[src/rtl/uart_tx_arbiter.sv]
// Round-robin arbiter/sequencer sharing one UART transmitter among N_REQ byte producers.
// Define UART_ARB_TIMEOUT_EN to enable the WAIT-state watchdog (timeout_err).
module uart_tx_arbiter #(
  parameter int          N_REQ          = 4,
  parameter int          HOLD_CYCLES    = 16,
  parameter int unsigned TIMEOUT_CYCLES = 32'd1_000_000
) (
  input  logic               clk,
  input  logic               reset,
  input  logic [N_REQ-1:0]   req,
  input  logic [8*N_REQ-1:0] req_data,
  output logic [N_REQ-1:0]   gnt,
  output logic [N_REQ-1:0]   done,
  output logic               busy,
  output logic               timeout_err,
  output logic [7:0]         uart_in,
  output logic               uart_load,
  output logic               uart_tx_start,
  input  logic               uart_done
);
  localparam int            IW       = $clog2(N_REQ);
  localparam int            CW       = $clog2(HOLD_CYCLES);
  localparam logic [IW-1:0] LAST_IDX = IW'(N_REQ - 1);

  typedef enum logic [1:0] {IDLE, HOLD, WAIT} state_t;
  state_t state, next_state;

  logic [IW-1:0]    ptr, owner, sel, next_ptr;
  logic             sel_vld;
  logic [7:0]       sel_byte;
  logic [N_REQ-1:0] sel_onehot, owner_onehot;
  logic [CW-1:0]    hold_cnt;
  logic             sticky;
  logic             sync_p0, sync_p1, sync_p2;
  logic             edge_det, pending, grant, fire, expire;

  // First requester at or above ptr, wrapping.
  always_comb begin
    int j;
    j          = 0;
    sel        = '0;
    sel_vld    = 1'b0;
    sel_byte   = '0;
    sel_onehot = '0;
    for (int i = 0; i < N_REQ; i++) begin
      j = int'(ptr) + i;
      if (j >= N_REQ) j = j - N_REQ;
      if (!sel_vld && req[IW'(j)]) begin
        sel     = IW'(j);
        sel_vld = 1'b1;
      end
    end
    for (int i = 0; i < N_REQ; i++) begin
      if (sel == IW'(i)) begin
        sel_byte      = req_data[8*i +: 8];
        sel_onehot[i] = 1'b1;
      end
    end
  end

  always_comb begin
    owner_onehot = '0;
    for (int i = 0; i < N_REQ; i++)
      if (owner == IW'(i)) owner_onehot[i] = 1'b1;
  end

  assign next_ptr = (owner == LAST_IDX) ? '0 : owner + IW'(1);
  assign edge_det = sync_p1 & ~sync_p2;
  assign pending  = edge_det | sticky;
  assign grant    = (state == IDLE) && sel_vld;
  // An edge caught during HOLD fires done on the HOLD->WAIT edge, so it shows in the first WAIT cycle.
  assign fire     = ((state == HOLD) && (hold_cnt == '0) && pending) ||
                    ((state == WAIT) && (done == '0) && pending);

  always_ff @(posedge clk or negedge reset) begin
    if (!reset) state <= IDLE;
    else        state <= next_state;
  end

  always_comb begin
    next_state = state;
    case (state)
      IDLE:    if (sel_vld) next_state = HOLD;
      HOLD:    if (hold_cnt == '0) next_state = WAIT;
      WAIT:    if ((done != '0) || expire) next_state = IDLE;
      default: next_state = IDLE;
    endcase
  end

  always_comb begin
    busy          = (state != IDLE);
    uart_load     = (state == HOLD);
    uart_tx_start = (state == HOLD);
  end

  always_ff @(posedge clk or negedge reset) begin
    if (!reset) begin
      sync_p0  <= 1'b0;
      sync_p1  <= 1'b0;
      sync_p2  <= 1'b0;
      ptr      <= '0;
      owner    <= '0;
      hold_cnt <= '0;
      sticky   <= 1'b0;
      uart_in  <= '0;
      gnt      <= '0;
      done     <= '0;
    end else begin
      sync_p0 <= uart_done;
      sync_p1 <= sync_p0;
      sync_p2 <= sync_p1;
      gnt     <= '0;
      done    <= '0;
      if (grant) begin
        owner    <= sel;
        uart_in  <= sel_byte;
        gnt      <= sel_onehot;
        hold_cnt <= CW'(HOLD_CYCLES - 1);
        sticky   <= 1'b0;
      end else if ((state == HOLD) && (hold_cnt != '0)) begin
        hold_cnt <= hold_cnt - CW'(1);
      end
      if (fire) begin
        done   <= owner_onehot;
        ptr    <= next_ptr;
        sticky <= 1'b0;
      end else if (expire) begin
        ptr <= next_ptr;
      end else if (edge_det && (state != IDLE)) begin
        sticky <= 1'b1;
      end
    end
  end

`ifdef UART_ARB_TIMEOUT_EN
  localparam logic [31:0] TO_LAST = 32'(TIMEOUT_CYCLES - 1);
  logic [31:0] wait_cnt;

  assign expire = (state == WAIT) && (done == '0) && !pending && (wait_cnt == TO_LAST);

  always_ff @(posedge clk or negedge reset) begin
    if (!reset) begin
      wait_cnt    <= '0;
      timeout_err <= 1'b0;
    end else begin
      timeout_err <= expire;
      wait_cnt    <= (state == WAIT) ? wait_cnt + 32'd1 : '0;
    end
  end
`else
  logic unused_timeout;
  assign unused_timeout = (TIMEOUT_CYCLES != 0);
  assign expire         = 1'b0;
  assign timeout_err    = 1'b0;
`endif

endmodule

[config.mk]
export PLATFORM = sky130hd
export DESIGN_NAME = uart_tx_arbiter
export DESIGN_NICKNAME = d
export VERILOG_FILES = /design/src/rtl/uart_tx_arbiter.sv
export SDC_FILE = /design/constraint.sdc
export NUM_CORES = 1
export LEC_CHECK = 0
export BUFFER_PORTS_ARGS = -buffer_cell sky130_fd_sc_hd__clkbuf_2
export CORE_UTILIZATION = 49
export CTS_BUF_LIST = sky130_fd_sc_hd__clkbuf_4 sky130_fd_sc_hd__clkbuf_8 sky130_fd_sc_hd__clkbuf_16
export CTS_CLUSTER_SIZE = 25
export DETAILED_ROUTE_END_ITERATION = 16
export GPL_TIMING_DRIVEN = 0
export HOLD_SLACK_MARGIN = 0.08
export PLACE_DENSITY_LB_ADDON = 0.12
export SLEW_MARGIN = 5
export SYNTH_ARGS = -nofsm -noshare
export SYNTH_HDL_FRONTEND = slang
export SYNTH_SLANG_ARGS = --single-unit
[constraint.sdc]
create_clock -name clk -period 2.3 [get_ports clk]
set_input_delay 0 -clock clk [delete_from_list [all_inputs] [get_ports clk]]
set_output_delay 0 -clock clk [all_outputs]
set_load 0.02 [all_outputs]
**Word level (Yosys, flattened, before mapping)**

Cells that the tools add are included.
W data, S select, Z words.

- Add/sub/neg operators: 9
- Multiplexer cells: 48
- Equal/unequal tests: 11
- Order comparisons: 8
- Bitwise logic cells: 3
- Reductions and logical operators: 25
- Div/mod/pow operators: 0
- Multipliers: 0
- Shift-type cells: 0

Operator list:

| operator | number |
|---|---|
| $mux W8 | 4 |
| $mux W2 | 12 |
| $mux W1 | 23 |
| $lt A2 B4 Y1 const B | 4 |
| $mux W4 | 4 |
| $eq A2 B2 Y1 const B | 5 |
| $logic_and A1 B1 Y1 | 10 |
| $ge A3 B3 Y1 const B | 3 |
| $bmux W1 S2 | 4 |
| $logic_not A4 Y1 | 2 |
| $reduce_bool A4 Y1 | 2 |
| $sub A2 B1 Y2 const B | 4 |
| $add A2 B2 Y3 const B | 2 |
| $eq A2 B1 Y1 const B | 3 |
| $logic_not A2 Y1 | 3 |
| $pmux W2 S3 | 1 |
| $ne A2 B1 Y1 const B | 2 |
| $reduce_bool A2 Y1 | 2 |
| $sub A4 B1 Y4 const B | 1 |
| $add A2 B1 Y3 const B | 1 |
| $ge A2 B3 Y1 const B | 1 |
| $logic_not A1 Y1 | 3 |
| $reduce_and A3 Y1 | 1 |
| $reduce_bool A3 Y1 | 1 |
| 6 further kinds | 6 |

- Register bits: 30
- Bits in latches: 0
- Output and inout port bits: 20
- Input port bits: 39
- Memories kept: 0
- Memory bits (read-only): 0
- Memory bits (writable): 0

**Logic depth before layout (Yosys ltp)**

- Word-level depth: 20
- Mapped depth: 7
- Mapped depth without buffers: 7

**Least setup slack after synthesis**

No wires, ideal clock.

- Path kind: reg-to-reg
- Start: register ptr[1]
- End: register uart_in[0]
- Buffers on the path: 0
- Stages on the path, launching flop included: 6
- Library setup time: 127 ps
- Path slack: 305 ps
- Arrival time: 1868 ps
- Path through: dfrtp_1 > and2_1 > o211a_1 > nor2_2 > mux2_2 > a221o_2

- Cells in the longest elaborated chain, start to end: 20
- Elaborated cells between the ends (all ways): 50
- Classes of those cells: 7 x add/sub; 4 x order compare; 3 x eq/ne; 28 x mux; 8 x reduce/logical

Ends and longest elaborated chain:

| what | line | RTL |
|---|---|---|
| start, declared | 28 | `logic [IW-1:0] ptr, owner, sel, next_ptr;` |
| start signal, assigned | 125 | `ptr <= next_ptr;` |
| start signal, assigned | 128 | `ptr <= next_ptr;` |
| branches (longest 20 deep; another with $add A2 B1 Y3) | n/a |  |
| end signal, assigned | 116 | `uart_in <= sel_byte;` |
| end, declared | 16 | `output logic [7:0] uart_in,` |

Several ways; the timed one is not identified. The select of a mux whose other input is x is not followed.
A chain may end at the register's enable or synchronous reset.

**Worst setup path after layout**

Ends and elaborated chain as after synthesis.

==> qor.yml <==
clock_network:
  cts_sinks: 30
  htree_levels: 2
  clk_latency_ns: 0.33
  clockBufferDepth: 2
  cts_tree: "done"
  numCtsBuffers: 5
  clk_pin_slew_worst_paths_ns: 0.10
  cts_root_buf: "clkbuf_4"
layout:
  diodes: 0
  register_area_um2: 751
  syn2layout_area_growth_pct: 40.6
  drive_gt1_share_pct: 39.4
  nFillCells: 244
  postLayoutCellArea_um2: 2250
  finalNetCount: 285
  multi_input_area_um2: 797
power:
  power_per_cell_area_nw_per_um2: 964
  finalPower_uw: 2170
  leakagePower_uw: 0.00110
  ir_worst_vdd_v: 0.000513
placement:
  place_area_um2: 1940
  dp_hpwl_um: 2800
  numPortBuffers: 57
  gp_congestion: 0.840
die:
  core_um2: 3080
  dieHeight_um: 59.1
  ios: 59
  die_area_um2: 3500
  die_x_um: 59.1
  std_cell_rows: 20
  start_util_pct: 52.0
run_status:
  status: "finished, final reports clean"
grt:
  met1_usage_pct: 31.2
  grt.met2_usage_pct: 44.6
  grt_overflow_total: 0
  grt_pass1_wl_um: 6450
  grt_antenna_before_repair: 0
  grtUsageMet3_pct: 5.68
  globalRoute.busiestLayer: "met2"
  grt_pass1_vias: 1440
  grt_max_degree: 31
  track_usage_pct: 25.9
yosys:
  netlist_area_um2: 1600
  synth_top_area_share_pct: 46.9
  ys_types: 41
  yosysWarnings: 0
  synth_edf_count: 0
  yosysTopAreaCell: "dfrtp_1"
  synthTopCellsByCount: "dfrtp_1 (30), nand2_1 (14), o21ai_0 (9), mux2_2 (8), nand3_1 (7)"
  ys_ff_latch: 30
  synth_seq_area_share_pct: 46.9
  syn_area_per_cell_um2: 10.5
  synthArstFlopShare_pct: 100
  synth_area_leaders: "dfrtp_1 (47%), mux2_2 (5.6%), ha_1 (4.7%)"
  synthFlopType: "dfrtp_1"
  synth_nets: 197
  synth.most_common_cell: "dfrtp_1"
  syn-instance-count: 152
route:
  wirelength_um: 4210
  drt_iter0_drc: 100
  drt_drc_violations_left: 0
  vias: 1506
  wl_per_cell_um: 14.8
  first_pass_iters: 5
  drtAntennaViolNets: 0
  via_per_inst: 5.28
timing:
  final_hold_viol_count: 0
  period_needed_ns: 2.17
  max_clock_freq_mhz: 461
  rsz0062_at_grt: "no"
  tns_ns: 0
  skew_ns: 0.0101
  fin_crit_sh_pct: 94.2
  final_max_slew_viol_count: 0
  slew_headroom_pct: 51.7
  tightest_slew_ns: 0.725
  setup_violations: 0
hold_path:
  hold_path_class: "input port to flop"
critical_path:
  rrSetupSlack_ns: 0.13
  critPathMaxFanout: 10
  criticalPathCategory: "flop to flop"
  crit_arrival_ns: 2.38
  crit_required_ns: 2.51
  startpoint_type: "flop"
  cp-end-kind: "flop"
job:
  drv_cap: 0
==> registers in the layout, indices dropped and copies added, names as in the netlist <==
register and flops:
done 4, uart_in 8, hold_cnt 4, owner 2, state 2, sync_p2 1
sync_p1 1, gnt 4, sticky 1, ptr 2, sync_p0 1
==> power by group <==
part / switching (µW) / internal, µW
logic: 566 / 440
registers: 133 / 693
clock network: 188 / 147
==> placed cells by master (no fill, tap or decap), drive strengths merged, types with 2 or more instances in the layout <==
cell         count
dfrtp           30
inv              6
o21ai            9
nand2           14
o311ai           2
nand3            7
nand4            2
o211ai           2
mux2             8
a221o            6
clkbuf          66
or2              3
a211o            2
nor2b            2
mux2i            3
buf              3
ha               6
dlygate4sd3     24
and2             6
nor3             3
nand2b           4
nor2             6
a21oi            8
xnor2            2
nor4             3
o31ai            2
==> critical path, stage by stage (launching register included) <==
cell     delay (ns)
dfrtp_1        0.44
and2_1         0.22
o211a_1        0.34
nor2_4         0.31
mux2_2         0.39
a221o_2        0.36
==> metrics by stage <==
step	setup slack (ns)	utilization (%)	hold WS, ns	instances
2_1_floorplan	0.305	-	-0.296	152
3_3_place_gp	0.0885	63.0	0.0804	253
3_5_place_dp	0.0665	63.0	0.0941	253
4_1_cts	0.0485	72.3	0.0803	283
5_1_grt	0.0799	73.1	0.101	285
6_report	0.133	73.1	0.106	285
==> layer usage <==
metal,vias up,part of all wire (%)
li1,724,-
met1,700,42
met2,70,50
met3,12,6.5
met4,0,2.2
met5,-,0
==> cell families after synthesis <==
| family | synth area share, % |
|---|---|
| fa+ha+maj | 4.69 |
| other cells | 0.234 |
| xor+xnor | 1.64 |
| compound gates | 17.7 |
| buf+inv | 3.60 |
| mux | 7.51 |
| simple gates | 17.7 |
| flops | 46.9 |
==> layout make-up <==
class / count / share of cell area, %
Tap cell: 44 / 2.45
Sequential cell: 30 / 33.4
Clock inverter: 2 / 0.556
Inverter: 6 / 1.00
Timing Repair Buffer: 81 / 23.4
Multi-Input combinational cell: 110 / 35.4
Clock buffer: 6 / 2.28
Buffer: 6 / 1.56
==> what timing repair did <==
item | in CTS | in global routing
setup buffers | 0 | 0
endpoints found under the setup margin | 0 | 8
endpoints found under the hold margin | 40 | 2
hold buffers | 22 | 2
resized for setup | 0 | 2
==> path summary, 6_finish.rpt <==
check / start / cells past startpoint / to
worst max-delay path: ptr[1] / 5 / uart_in[0]
worst min-delay path: req_data[10] / 4 / uart_in[2]
worst max register to register: ptr[1] / 5 / uart_in[0]
worst min register to register: sync_p0 / 0 / sync_p1
max in group asynchronous: reset / 2 / uart_in[1]
min in group asynchronous: reset / 2 / hold_cnt[3]
No activity file was read; power rests on OpenSTA's default activity.
